### src/rtl/adder_share_arb_if.sv
// adder_share_arb_if: request/result bundle between arithmetic clients and
// the shared-adder arbiter. The client side uses the master modport, the
// arbiter uses the slave modport.
interface adder_share_arb_if #(
  parameter int WIDTH = 97,
  parameter int NREQ  = 4,
  parameter int IDW   = 2
);
  logic [NREQ-1:0]       req_valid;
  logic [NREQ*WIDTH-1:0] req_a;
  logic [NREQ*WIDTH-1:0] req_b;
  logic [NREQ-1:0]       req_ready;
  logic                  res_valid;
  logic [IDW-1:0]        res_id;
  logic [WIDTH:0]        res_sum;
  logic                  busy;

  modport master (
    output req_valid, req_a, req_b,
    input  req_ready, res_valid, res_id, res_sum, busy
  );

  modport slave (
    input  req_valid, req_a, req_b,
    output req_ready, res_valid, res_id, res_sum, busy
  );
endinterface

### src/rtl/adder_share_arb.sv
// adder_share_arb: round-robin arbiter in front of one two-stage registered
// adder (operand register, then sum register). One grant per cycle, results
// return two cycles after the transfer, tagged with the requester index.
// Optional build macro ADDER_SHARE_ARB_FIXED_PRIO_EN: removes the rotating
// pointer and grants with fixed priority (lowest index wins).
module adder_share_arb #(
  parameter int WIDTH = 97,
  parameter int NREQ  = 4,
  parameter int IDW   = 2
) (
  input  logic                clk,
  input  logic                rst_n,
  input  logic                en,
  adder_share_arb_if.slave    bus
);

  localparam logic [IDW:0]   NREQ_EXT = (IDW+1)'(NREQ);
  localparam logic [IDW-1:0] LAST_IDX = IDW'(NREQ - 1);

  // Unpacked views of the flat operand buses, one entry per requester.
  logic [WIDTH-1:0] a_arr [NREQ];
  logic [WIDTH-1:0] b_arr [NREQ];

  generate
    for (genvar gi = 0; gi < NREQ; gi++) begin : g_unpack
      assign a_arr[gi] = bus.req_a[gi*WIDTH +: WIDTH];
      assign b_arr[gi] = bus.req_b[gi*WIDTH +: WIDTH];
    end
  endgenerate

  logic [IDW-1:0]  ptr;
  logic [NREQ-1:0] grant;
  logic [IDW-1:0]  grant_idx;
  logic            grant_found;
  logic [IDW:0]    scan_idx;

  // Grant: first valid requester scanning upward from ptr with wrap-around.
  // Held at zero while reset is asserted so nothing transfers during reset.
  always_comb begin
    grant       = '0;
    grant_idx   = '0;
    grant_found = 1'b0;
    scan_idx    = '0;
    for (int k = 0; k < NREQ; k++) begin
      scan_idx = {1'b0, ptr} + (IDW+1)'(k);
      if (scan_idx >= NREQ_EXT) begin
        scan_idx = scan_idx - NREQ_EXT;
      end
      if (!grant_found && rst_n && en && bus.req_valid[scan_idx[IDW-1:0]]) begin
        grant_found = 1'b1;
        grant_idx   = scan_idx[IDW-1:0];
      end
    end
    if (grant_found) begin
      grant[grant_idx] = 1'b1;
    end
  end

  assign bus.req_ready = grant;

`ifdef ADDER_SHARE_ARB_FIXED_PRIO_EN
  assign ptr = '0;
`else
  logic [IDW-1:0] ptr_reg;

  // Pointer moves just past the requester that was served.
  always_ff @(posedge clk or negedge rst_n) begin
    if (!rst_n) begin
      ptr_reg <= '0;
    end else if (grant_found) begin
      ptr_reg <= (grant_idx == LAST_IDX) ? '0 : grant_idx + 1'b1;
    end
  end

  assign ptr = ptr_reg;
`endif

  logic [WIDTH-1:0] a_reg;
  logic [WIDTH-1:0] b_reg;
  logic [IDW-1:0]   id1_reg;
  logic             v1_reg;

  // Stage 1: capture the granted operand pair; operands hold when idle.
  always_ff @(posedge clk or negedge rst_n) begin
    if (!rst_n) begin
      a_reg   <= '0;
      b_reg   <= '0;
      id1_reg <= '0;
      v1_reg  <= 1'b0;
    end else begin
      v1_reg <= grant_found;
      if (grant_found) begin
        a_reg   <= a_arr[grant_idx];
        b_reg   <= b_arr[grant_idx];
        id1_reg <= grant_idx;
      end
    end
  end

  logic [WIDTH:0]   sum_reg;
  logic [IDW-1:0]   id2_reg;
  logic             v2_reg;

  // Stage 2: full-width sum with carry in the MSB, tag follows the data.
  always_ff @(posedge clk or negedge rst_n) begin
    if (!rst_n) begin
      sum_reg <= '0;
      id2_reg <= '0;
      v2_reg  <= 1'b0;
    end else begin
      sum_reg <= {1'b0, a_reg} + {1'b0, b_reg};
      id2_reg <= id1_reg;
      v2_reg  <= v1_reg;
    end
  end

  assign bus.res_valid = v2_reg;
  assign bus.res_id    = id2_reg;
  assign bus.res_sum   = sum_reg;
  assign bus.busy      = v1_reg | v2_reg;

endmodule

### src/flat_wrapper.sv
// flat-port wrapper written by rule: the top's interface ports become plain ports
module adder_share_arb_flat 
#(
  parameter int WIDTH = 97,
  parameter int NREQ  = 4,
  parameter int IDW   = 2
)
  (clk, rst_n, en, bus_req_valid, bus_req_a, bus_req_b, bus_req_ready, bus_res_valid, bus_res_id, bus_res_sum, bus_busy);
  adder_share_arb_if #(.WIDTH(WIDTH), .NREQ(NREQ), .IDW(IDW)) bus_i ();
  input  logic clk;
  input  logic rst_n;
  input  logic en;
  input wire logic [$bits(bus_i.req_valid)-1:0] bus_req_valid;
  input wire logic [$bits(bus_i.req_a)-1:0] bus_req_a;
  input wire logic [$bits(bus_i.req_b)-1:0] bus_req_b;
  output wire logic [$bits(bus_i.req_ready)-1:0] bus_req_ready;
  output wire logic [$bits(bus_i.res_valid)-1:0] bus_res_valid;
  output wire logic [$bits(bus_i.res_id)-1:0] bus_res_id;
  output wire logic [$bits(bus_i.res_sum)-1:0] bus_res_sum;
  output wire logic [$bits(bus_i.busy)-1:0] bus_busy;
  assign bus_i.req_valid = bus_req_valid;
  assign bus_i.req_a = bus_req_a;
  assign bus_i.req_b = bus_req_b;
  assign bus_req_ready = bus_i.req_ready;
  assign bus_res_valid = bus_i.res_valid;
  assign bus_res_id = bus_i.res_id;
  assign bus_res_sum = bus_i.res_sum;
  assign bus_busy = bus_i.busy;
  adder_share_arb #(.WIDTH(WIDTH), .NREQ(NREQ), .IDW(IDW)) u_core (.clk(clk), .rst_n(rst_n), .en(en), .bus(bus_i));
endmodule
### config.mk
export PLATFORM = sky130hd
export DESIGN_NAME = adder_share_arb_flat
export DESIGN_NICKNAME = d
export VERILOG_FILES = /design/src/rtl/adder_share_arb_if.sv /design/src/rtl/adder_share_arb.sv /design/src/flat_wrapper.sv
export SDC_FILE = /design/constraint.sdc
export NUM_CORES = 1
export LEC_CHECK = 0
export BUFFER_PORTS_ARGS = -buffer_cell sky130_fd_sc_hd__buf_2
export CORE_AREA = 2 2 345 347
export DETAILED_ROUTE_END_ITERATION = 7
export DIE_AREA = 0 0 347 349
export SLEW_MARGIN = 30
export SYNTH_ARGS = -nofsm -noshare
export SYNTH_HDL_FRONTEND = slang
export SYNTH_SLANG_ARGS = --single-unit
### constraint.sdc
create_clock -name clk -period 4.1 [get_ports clk]
set_input_delay 0.82 -clock clk [delete_from_list [all_inputs] [get_ports clk]]
set_output_delay 0.82 -clock clk [all_outputs]
set_load 0.01 [all_outputs]
==> impl_metrics.ini <==
[cts]
cts_sinks = 300
clkTransAtPathRegs_ns = 0.06
numCtsBuffers = 38
clock_latency_ns = 0.57
h-tree-depth = 2
clockBufferDepth = 3
cts_tree = yes
hold_buffers = 0
cts-root-buf = clkbuf_16

[yosys]
synth_cell_types = 82
syn_nets = 2607
synth_edf_count = 0
synth_top_area_share_pct = 35.9
avgSynthCellArea_um2 = 12.1
synth_area_leaders = dfrtp_1 36%, mux4_2 21%, mux2_2 11%
syn_area_um2 = 20900
synthFlopType = dfrtp_1
async_reset_ff_share_pct = 100
syn_inst = 1725
synth_warnings = 0
ys_seq_elements = 300
synth.yosys.seq_area_share_pct = 35.9
yosysTopAreaCell = dfrtp_1

[timing]
relSlewSlack_pct = 48.0
fin_setup_tns_ns = 0
tightest_slew_ns = 0.772
finalClockSkew_ns = 0.0313
finalHoldWorstSlack_ns = 0.352
rsz0062_at_grt = no
hold_violations = 0
fmax_mhz = 260
fin_crit_ns = 3.85
setup_viol = 0
fin_crit_sh_pct = 93.8
final_max_slew_viol_count = 0

[floorplanning]
die_h_um = 349
die_area_um2 = 121000
die_w_um = 347
num_io_pins = 889
num_rows = 126
start_util_pct = 17.8
coreArea_um2 = 117000

[detailed_routing]
drc_errors = 0
first_pass_iters = 5
wl_per_cell_um = 21.7
drt_iter0_markers = 1260
vias = 18500
ant_nets = 0
wirelength_um = 90400
via_per_inst = 4.44

[setup_path]
crit_top_cell = buf_4
cp.required_ns = 4.52
crit_type = reg -> reg
start_kind = register
crit_cells = 14
cp_max_fo = 6
r2r_cells = 14
crit_path_cell_trace = ha_1 > o211ai_1 > o21ai_2 > o211ai_1 > buf_4 > a211oi_2 > o2111ai_2 > a2111oi_2 > buf_4 > o21ai_1 > a21oi_1 > buf_4 > a41oi_1 > xnor2_1
cpMaxStageDelayCell = ha_1
end_kind = register
cp_data_arrival_time_ns = 4.27
crit_end = u_core.bus.res_sum[84]
regToRegSetupSlack_ns = 0.25
path_delay_family = compound AO/OA/AOI/OAI gates
slowest_delay_ns = 0.43
r2r_start = u_core.b_reg[5]
startpoint = u_core.b_reg[5]
path_buf_inv = 3
r2r_end = u_core.bus.res_sum[84]

[finish]
fill_cells = 12500
area_growth_pct = 37.4
regArea_um2 = 7510
drive_above_1_share_pct = 54.6
stdcell_area_um2 = 28800
multi_input_area_um2 = 12800
largest_reg_flops = 98
nNetsFinal = 3469

[grt]
grt-ovfl-total = 0
grt_max_degree = 140
grt_first_pass_wirelength_um = 128000
gr-usage-all-layers_pct = 14.3
grt_pass1_vias = 18800
antenna_found_initial = 25

[placed_design]
placed_area_um2 = 27300
portBuffers = 888
hpwl_um = 76500
gp_congestion = 0.927

[pwr]
powerDensity_nw_per_um2 = 935
vdd_drop_max_uv = 458
power_leakage_nw = 12.9

[run]
maxCapViolCount = 0

[min_path]
hp-class = in -> async

[outcome]
outcome = finished, final reports clean
-- placed cells by master (no fill, tap or decap), types with 9 or more instances in the layout --
cell / instances
a21boi_0: 9
a21o_1: 52
a21oi_1: 138
a31oi_1: 11
and2_1: 9
and3_1: 9
buf_12: 13
buf_2: 887
buf_4: 32
clkbuf_16: 38
dfrtp_1: 300
diode_2: 16
ha_1: 98
inv_1: 32
mux2_2: 197
mux4_2: 194
nand2_1: 92
nand2b_1: 11
nand3_1: 15
nand4_1: 37
nor2_1: 64
nor3_1: 19
o21a_1: 15
o21ai_0: 59
o21ai_1: 11
o21bai_1: 31
xnor2_1: 57
xor2_1: 34
-- cell usage after synthesis, drive strengths merged, types with 5 or more instances --
cell type and number:
and2 11, buf 52, nand2 92, a21boi 9, dfrtp 300, nand3 16, mux2 197, a2111oi 7
xnor2 57, nand2b 11, mux4 194, nand4 37, nor2 66, and3 9, ha 98, a21o 53
o31ai 7, o21ai 73, xor2 34, a211oi 9, nor3 19, a21oi 138, nor2b 8, or2 6
o2111ai 6, a311oi 5, a31oi 12, o21bai 31, o211ai 7, inv 33, o21a 15, clkbuf 60
-- worst register-to-register path, delay by kind of cell, from the launching register on --
kind | cells | cell delay [ns]
compound gates | 9 | 2.12
buf+inv | 3 | 0.60
fa+ha+maj | 1 | 0.43
flops | 1 | 0.38
xor+xnor | 1 | 0.17
-- through the flow --
stage	instances	power, mW	utilization (%)	worst slack [ns]
after floorplan	1725	17.4	-	0.518
after global placement	4082	23.3	23.2	-0.0518
after detailed placement	4082	23.3	23.2	-0.0165
after CTS	4151	27.3	24.4	0.0439
after global routing	4161	29.1	24.5	0.0262
final	4168	26.9	24.5	0.254
-- power breakdown --
part,switching (mW),total (mW),internal (mW)
logic,10.0,17.7,7.65
registers,0.852,5.54,4.69
clock network,1.44,3.68,2.24
-- routing by layer --
| layer | routed length (um) | vias to the layer above | track usage (%) | part of all wire (%) |
|---|---|---|---|---|
| li1 | - | 8475 | - | - |
| met4 | 2670 | 6 | 4.85 | 3.0 |
| met1 | 38200 | 9206 | 18.3 | 42 |
| met3 | 8470 | 109 | 4.71 | 9.4 |
| met5 | 36 | - | 0 | 0.040 |
| met2 | 41100 | 721 | 22.4 | 45 |
-- how the worst min path moves through the flow --
stage,end,cells after the start,startpoint,slack (ns)
6_report,u_core.ptr[1],2,rst_n,0.35
5_1_grt,u_core.ptr[1],2,rst_n,0.37
4_1_cts,u_core.id1_reg[1],2,rst_n,0.35
3_5_place_dp,u_core.bus.res_valid,0,u_core.v1_reg,0.36
3_3_place_gp,u_core.bus.res_valid,0,u_core.v1_reg,0.35
2_1_floorplan,u_core.bus.res_valid,0,u_core.v1_reg,0.35
-- cell type report --
| class | count | area share, % |
|---|---|---|
| diodes | 16 | 0.139 |
| clock inverters | 20 | 1.01 |
| flip-flops and latches | 300 | 26.1 |
| clock buffers | 49 | 3.73 |
| repair buffers | 934 | 17.3 |
| multi-input cells | 1280 | 44.5 |
| well taps | 1536 | 6.68 |
| inverters | 33 | 0.457 |
-- kinds of logic after synthesis --
logic type	synth area share (%)
AOI/OAI and AO/OA	12.8
xor gates and xnor gates	3.81
adders and majority gates	5.96
buffers and inverters	3.16
DFF	35.9
muxes	31.6
and+or+nand+nor	6.78
-- what timing repair did --
| action | in CTS | in global routing |
|---|---|---|
| pin swaps | 0 | 0 |
| setup endpoints to repair | 3 | 5 |
| resized for setup | 1 | 4 |
| setup buffers | 0 | 0 |
(Power assumes the default switching activity.)
